**src/rtl/stop_watch_unit.sv**
```systemverilog
`default_nettype none
// ============================================================================
// Module   : stop_watch_unit
// Purpose  : Stopwatch prescaler, 00:00-59:59 counter and IDLE/RUN/PAUSE control
// Revision : 1.0  initial release
// ============================================================================
module stop_watch_unit #(
  parameter int TICKS_PER_SEC = 50000000,
  parameter int PRESC_W       = 26
) (
  input  logic       clk,
  input  logic       rst,
  input  logic       stop_watch_en,
  input  logic       mode_button,
  input  logic       inc_button,
  output logic [5:0] stop_watch_minutes,
  output logic [5:0] stop_watch_seconds,
  output logic       stop_watch_ack_flag,
  output logic       stop_watch_running,
  output logic       stop_watch_wrap
);

  localparam logic [PRESC_W-1:0] c_presc_max = PRESC_W'(TICKS_PER_SEC - 1);
  localparam logic [5:0]         c_max_59    = 6'd59;

  typedef enum logic [1:0] {
    S_IDLE  = 2'd0,
    S_RUN   = 2'd1,
    S_PAUSE = 2'd2
  } state_t;

  state_t             r_state;
  state_t             w_state_nxt;
  logic               r_inc_q;
  logic               r_mode_q;
  logic [PRESC_W-1:0] r_presc;
  logic [5:0]         r_min;
  logic [5:0]         r_sec;
  logic               r_armed;
  logic               r_ack;
  logic               r_wrap;

  logic w_inc_rise;
  logic w_mode_rise;
  logic w_count_en;
  logic w_sec_tick;
  logic w_clear;
  logic w_start;
  logic w_armed_nxt;
  logic w_ack_nxt;

  assign w_inc_rise  = inc_button  & ~r_inc_q  & stop_watch_en;
  assign w_mode_rise = mode_button & ~r_mode_q & stop_watch_en;
  assign w_count_en  = (r_state == S_RUN) & stop_watch_en;
  assign w_sec_tick  = w_count_en & (r_presc == c_presc_max);

  // inc_rise is tested first in every state so it wins over mode_rise
  always_comb begin
    w_state_nxt = r_state;
    w_clear     = 1'b0;
    w_start     = 1'b0;
    case (r_state)
      S_IDLE: begin
        if (w_inc_rise) begin
          w_state_nxt = S_RUN;
          w_start     = 1'b1;
        end
      end
      S_RUN: begin
        if (w_inc_rise || !stop_watch_en) begin
          w_state_nxt = S_PAUSE;
        end
      end
      S_PAUSE: begin
        if (w_inc_rise) begin
          w_state_nxt = S_RUN;
        end else if (w_mode_rise) begin
          w_state_nxt = S_IDLE;
          w_clear     = 1'b1;
        end
      end
      default: begin
        w_state_nxt = S_IDLE;
      end
    endcase
  end

  // Armed only after mode_button is seen low while resting in IDLE, so the
  // press that cleared the counters cannot also grant the exit.
  always_comb begin
    w_armed_nxt = r_armed;
    if (w_clear) begin
      w_armed_nxt = 1'b0;
    end else if ((r_state == S_IDLE) && !mode_button) begin
      w_armed_nxt = 1'b1;
    end
  end

  assign w_ack_nxt = (w_state_nxt == S_IDLE) & stop_watch_en & w_armed_nxt;

  always_ff @(posedge clk or posedge rst) begin
    if (rst) begin
      r_state  <= S_IDLE;
      r_inc_q  <= 1'b0;
      r_mode_q <= 1'b0;
      r_armed  <= 1'b0;
      r_ack    <= 1'b0;
    end else begin
      r_state  <= w_state_nxt;
      r_inc_q  <= inc_button;
      r_mode_q <= mode_button;
      r_armed  <= w_armed_nxt;
      r_ack    <= w_ack_nxt;
    end
  end

  // Prescaler is kept across PAUSE so a resumed run finishes the partial second
  always_ff @(posedge clk or posedge rst) begin
    if (rst) begin
      r_presc <= '0;
    end else if (w_clear || w_start) begin
      r_presc <= '0;
    end else if (w_count_en) begin
      r_presc <= w_sec_tick ? '0 : r_presc + 1'b1;
    end
  end

  always_ff @(posedge clk or posedge rst) begin
    if (rst) begin
      r_min  <= 6'd0;
      r_sec  <= 6'd0;
      r_wrap <= 1'b0;
    end else begin
      r_wrap <= w_sec_tick & (r_min == c_max_59) & (r_sec == c_max_59);
      if (w_clear) begin
        r_min <= 6'd0;
        r_sec <= 6'd0;
      end else if (w_sec_tick) begin
        if (r_sec == c_max_59) begin
          r_sec <= 6'd0;
          r_min <= (r_min == c_max_59) ? 6'd0 : r_min + 6'd1;
        end else begin
          r_sec <= r_sec + 6'd1;
        end
      end
    end
  end

  assign stop_watch_minutes  = r_min;
  assign stop_watch_seconds  = r_sec;
  assign stop_watch_ack_flag = r_ack;
  assign stop_watch_running  = (r_state == S_RUN);
  assign stop_watch_wrap     = r_wrap;

endmodule
`default_nettype wire

```
**config.mk**
```make
export PLATFORM = sky130hd
export DESIGN_NAME = stop_watch_unit
export DESIGN_NICKNAME = d
export VERILOG_FILES = /design/src/rtl/stop_watch_unit.sv
export SDC_FILE = /design/constraint.sdc
export NUM_CORES = 1
export LEC_CHECK = 0
export BUFFER_PORTS_ARGS = -buffer_cell sky130_fd_sc_hd__buf_2
export CORE_ASPECT_RATIO = 0.5
export CORE_MARGIN = 10
export CORE_UTILIZATION = 45
export CTS_CLUSTER_SIZE = 16
export DETAILED_ROUTE_END_ITERATION = 8
export HOLD_SLACK_MARGIN = 0.1
export PLACE_DENSITY_LB_ADDON = 0.08
export SYNTH_ARGS = -nofsm -noshare
export SYNTH_HDL_FRONTEND = slang
export SYNTH_SLANG_ARGS = --single-unit
```
**constraint.sdc**
```tcl
create_clock -name clk -period 2.1 [get_ports clk]
set_input_delay 0.42 -clock clk [delete_from_list [all_inputs] [get_ports clk]]
set_output_delay 0.42 -clock clk [all_outputs]
set_load 0.02 [all_outputs]
```
; After elaboration in Yosys (flattened, before gate mapping)
; Cells that the tools add are included.
[totals]
reg_bits = 45
in_bits = 5
elab_cells = 62
[op_classes]
addsub = 3
eq_ne = 5
muxes = 22
bitwise = 12
n_reduce_logical = 11
[ops]
columns = op, n
row1 = $mux 26, 3
row2 = $mux 6, 7
row3 = $add 26x1->26 const B, 1
row4 = $eq 26x26->1 const B, 1
row5 = $add 6x1->6 const B, 2
row6 = $eq 6x6->1 const B, 2
row7 = $and 1x1->1, 10
row8 = $mux 2, 4
row9 = $mux 1, 7
row10 = $pmux 2 s3, 1
row11 = $reduce_bool 2->1, 3
row12 = $logic_not 2->1, 2
row13 = $eq 2x1->1 const B, 1
row14 = $eq 2x2->1 const B, 1
row15 = $logic_not 1->1, 2
row16 = $logic_or 1x1->1, 2
row17 = $not 1->1, 2
row18 = $reduce_and 2->1, 1
row19 = $logic_and 1x1->1, 1

; Logic depth before layout (Yosys ltp)
[depth]
word_depth = 9
ltp_mapped = 9
mapped_depth_nobuf = 6

; Worst setup path after synthesis
; No wires, ideal clock.
[synth_timing]
kind = register -> register
start = register r_sec[0], in the netlist stop_watch_seconds[0]
end = register r_min[4], in the netlist stop_watch_minutes[4]
arrival_time_ns = 1.865
t_required_ns = 2.022
path_slack_ns = 0.157
stages_incl_launch_ff = 7
n_path_buf = 0
path_cell_list = dfrtp_1 -> ha_1 -> nand2_1 -> nor3_2 -> nand4_4 -> or4b_1 -> a21oi_1
[synth_between]
elab_chain_cells = 3
[synth_rtl]
columns = item, line
row1 = from (decl), 38  ; logic [5:0] r_sec;
row2 = from (signal assigned), 143  ; r_sec <= r_sec + 6'd1;
row3 = $eq 6x6->1, 139  ; if (r_sec == c_max_59) begin
row4 = $reduce_bool 2->1 (no line), --
row5 = $reduce_and 2->1 (no line), --
row6 = to (signal assigned), 141  ; r_min <= (r_min == c_max_59) ? 6'd0 : r_min + 6'd1;
row7 = to (decl), 37  ; logic [5:0] r_min;
; No other way between the ends.
; A chain may end at the register's enable or synchronous reset.

; Worst setup path in the final report
[layout_timing]
start = register r_presc[1]
end = register r_sec[2], in the netlist stop_watch_seconds[2]
[layout_between]
elab_chain_cells = 3
[layout_rtl]
columns = item, line
row1 = from (decl), 36  ; logic [PRESC_W-1:0] r_presc;
row2 = from (signal assigned), 124  ; r_presc <= w_sec_tick ? '0 : r_presc + 1'b1;
row3 = $eq 26x26->1, 55  ; assign w_sec_tick = w_count_en & (r_presc == c_presc_max);
row4 = $and 1x1->1, 55
row5 = $reduce_bool 2->1 (no line), --
; No other way between the ends.

==> metrics.md <==
| Metric | Value |
|---|---|
| Synth Cell Area | 0.00256 mm^2 |
| Post-DR wirelength/cell | 16.9 um |
| DR DRC count | 0 |
| Total grt overflow | 0 |
| Sequential area share after synthesis | 43.9% |
| Worst-Skew Late Latency | 0.30 ns |
| Crit path DAT | 2.32 ns |
| Mapped Avg Cell Area | 9.46 um^2 |
| I/O pin cnt | 20 |
| Post-Layout Cell Count | 402 |
| Yosys warns | 0 |
| Fill cells | 491 |
| Post-synth EDFFs | 0 |
| I/O Buffers | 19 |
| Critical Path, Cell by Cell | ha_2 -> nand4_1 -> nor4_4 -> buf_4 -> nand3_4 -> or4_4 -> a21oi_1 |
| GPL Wtd Cong | 0.832 |
| Fin crit period | 2.10 ns |
| Starting DRT DRC Count | 109 |
| Ys async rst share | 100% |
| WP depth | 7 |
| Syn nets | 279 |
| Clk sink count | 45 |
| GR Util All Layers | 14.9% |
| Worst-path clk slew | 0.07 ns |
| Die height | 73.4 um |
| CTS tree | yes |
| Placement-stage cell area | 0.00294 mm^2 |
| WL final | 6790 um |
| Final hold violation count | 0 |
| Layout net count | 336 |
| RSZ-0062 raised after global routing | true |
| Setup Skew | 0.00782 ns |
| DR pass1 iterations | 4 |
| Status | complete, no violations |
| Synth Instances | 271 |
| Setup slack after layout | 0.000906 ns |
| Layout cell share with drive strength beyond 1 | 30.7% |
| Setup TNS | 0 ns |
| Placeable Area | 0.00549 mm^2 |
| Worst Setup SP | r_presc[1]$_DFFE_PP0P_ |
| First-pass GRT wire length | 11,100 um |
| Initial core utilization | 46.7% |
| Delay-heaviest family, CP | simple AND/OR/NAND/NOR gates |
| Reg2reg path depth | 7 |
| Slew Limit Headroom | 66.6% |
| CTS root buf | clkbuf_16 |
| P_leak | 1.41 nW |
| Worst r2r dst | stop_watch_seconds[2]$_DFFE_PP0P_ |
| Die area | 0.00930 mm^2 |
| Vias | 2,373 |
| Max incr delay on CP | 0.49 ns |
| Hpwl dp | 4860 um |
| Distinct cells, synth | 52 |
| Initial antenna violation count | 0 |
| FMAX | 476 MHz |
| CTS Buf Count | 5 |
| Synth Register Bits | 45 |
| R2R Setup Slk | 0.0009 ns |
| Largest net degree at the start of global routing | 26 |
| Via density per instance | 5.90 |
| ANT cells | 0 |
| Area Growth Syn to Fin | 26.7% |
| Max Root-Sink Buffers | 2 |
| Die width | 127 um |
| CP Capture Type | flip-flop |
| Count of final max-slew check failures | 0 |
| CP Data Required Time | 2.32 ns |
| Tightest Hold Check Type | in -> async |
| Worst Setup Path Type | reg -> reg |
| Setup violators final | 0 |
| # rows | 19 |
| Final period util | 100% |
| Pre-CTS WS | 0.0414 ns |
| Vias in the first global route | 2,156 |
| Ys flop type | dfrtp_1 |
| FF-to-FF Start | r_presc[1]$_DFFE_PP0P_ |
| Setup crit end | stop_watch_seconds[2]$_DFFE_PP0P_ |
| Max Cap Viol | 0 |
| Hold_buf cts | 0 |
| Max FO, Critical Path | 7 |
| Placed insts | 382 |
| Final Cell Area | 0.00325 mm^2 |
| Worst IR drop on VDD | 0.432 mV |
| DRT antenna net count | 0 |
| Pwr dens | 637 mW/mm^2 |
| Startpoint Class | flip-flop |
| CP max stage cell | or4_4 |
| WP buf/inv | 1 |
| Worst slew pin tran | 0.498 ns |
| H-tree depth | 2 |
| WHS | 0.139 ns |
[cells in the mapped netlist, types with 5 or more instances]
cell type | instances | share of area (%)
or3_1 | 10 | 2.4
a31oi_1 | 8 | 2.0
nor2_1 | 15 | 2.2
nand2_1 | 26 | 3.8
buf_2 | 6 | 1.2
nand3_1 | 11 | 2.1
inv_1 | 10 | 1.5
or4_1 | 5 | 1.5
dfrtp_1 | 45 | 44
o211ai_1 | 9 | 2.6
a21oi_1 | 21 | 4.1
and2_1 | 5 | 1.2
nand4_1 | 8 | 2.0
mux2i_1 | 5 | 2.0
o21ai_0 | 13 | 2.5
xor2_1 | 7 | 2.4
[worst min path at each step]
| stage | from | endpoint | cells after the start |
|---|---|---|---|
| floorplan | r_presc[23]$_DFFE_PP0P_ | r_presc[23]$_DFFE_PP0P_ | 1 |
| global placement | rst | stop_watch_seconds[3]$_DFFE_PP0P_ | 2 |
| detailed placement | rst | stop_watch_seconds[3]$_DFFE_PP0P_ | 2 |
| CTS | rst | stop_watch_seconds[4]$_DFFE_PP0P_ | 2 |
| global route | rst | stop_watch_ack_flag$_DFF_PP0_ | 2 |
| finish | rst | stop_watch_seconds[2]$_DFFE_PP0P_ | 2 |
[through the flow]
step	util [%]	total power [W]
after CTS	56.0	0.00205
after floorplan	-	0.00115
after detailed placement	53.5	0.00126
final	59.2	0.00207
after global routing	59.2	0.00216
after global placement	53.5	0.00125
[cell families (layout without fill, tap and decap cells)]
kind of cell	Yosys count	count (layout)	synth area share [%]
simple gates	115	115	27.2
compound gates	71	71	17.8
mux	7	7	2.83
buf+inv	22	80	4.15
flops	45	45	43.9
xor+xnor	8	8	2.73
fa+ha+maj	3	3	1.46
[flip-flops by register name, summed over array words and instances (netlist names)]
signal               count
r_inc_q                  1
r_mode_q                 1
stop_watch_ack_flag      1
stop_watch_minutes       6
r_armed                  1
r_state                  2
stop_watch_wrap          1
stop_watch_seconds       6
r_presc                 26
[routing by layer]
| layer | global-route usage [%] | routed length, um | up-vias |
|---|---|---|---|
| met2 | 21.1 | 2940 | 63 |
| met4 | 6.02 | 102 | 0 |
| met1 | 20.7 | 3380 | 1171 |
| met5 | 0 | 0 | - |
| met3 | 4.16 | 376 | 8 |
| li1 | - | - | 1131 |
[area by class of cell]
class / count / area, um^2 / area share [%]
Multi-Input combinational cell: 204 / 1410 / 43.5
Sequential cell: 45 / 1130 / 34.6
Timing Repair Buffer: 61 / 439 / 13.5
Clock buffer: 6 / 129 / 3.96
Tap cell: 73 / 91.3 / 2.81
Inverter: 11 / 41.3 / 1.27
Clock inverter: 2 / 10.0 / 0.308
[layout by cell type, fill, tap and decap left out, types with 3 or more instances in the layout]
master / Yosys / layout
a21oi_1: 21 / 16
a21oi_2: 1 / 6
a31oi_1: 8 / 8
and2_1: 5 / 5
and3_1: 4 / 4
buf_2: 6 / 19
buf_4: 0 / 39
clkbuf_16: 0 / 5
dfrtp_1: 45 / 45
inv_1: 10 / 9
mux2i_1: 5 / 5
nand2_1: 26 / 25
nand2b_1: 3 / 3
nand3_1: 11 / 11
nand4_1: 8 / 8
nor2_1: 15 / 15
nor2b_1: 4 / 4
nor3_1: 4 / 3
nor3_2: 2 / 3
nor4_2: 3 / 4
o2111ai_1: 3 / 3
o211ai_1: 9 / 9
o21ai_0: 13 / 12
o31ai_1: 4 / 3
or3_1: 10 / 9
or4_1: 5 / 3
xor2_1: 7 / 7
[where the power goes]
part	total [W]	switching [W]	internal (W)
Combinational	0.000347	0.000186	0.000161
Clock	0.000779	0.000341	0.000438
Sequential	0.000945	0.0000354	0.000909
[timing repair]
item | 4_1_cts | 5_1_grt
resized for setup | 0 | 20
setup buffers | 0 | 12
setup endpoints to repair | 0 | 9
Power figures use the tool's default switching activity.
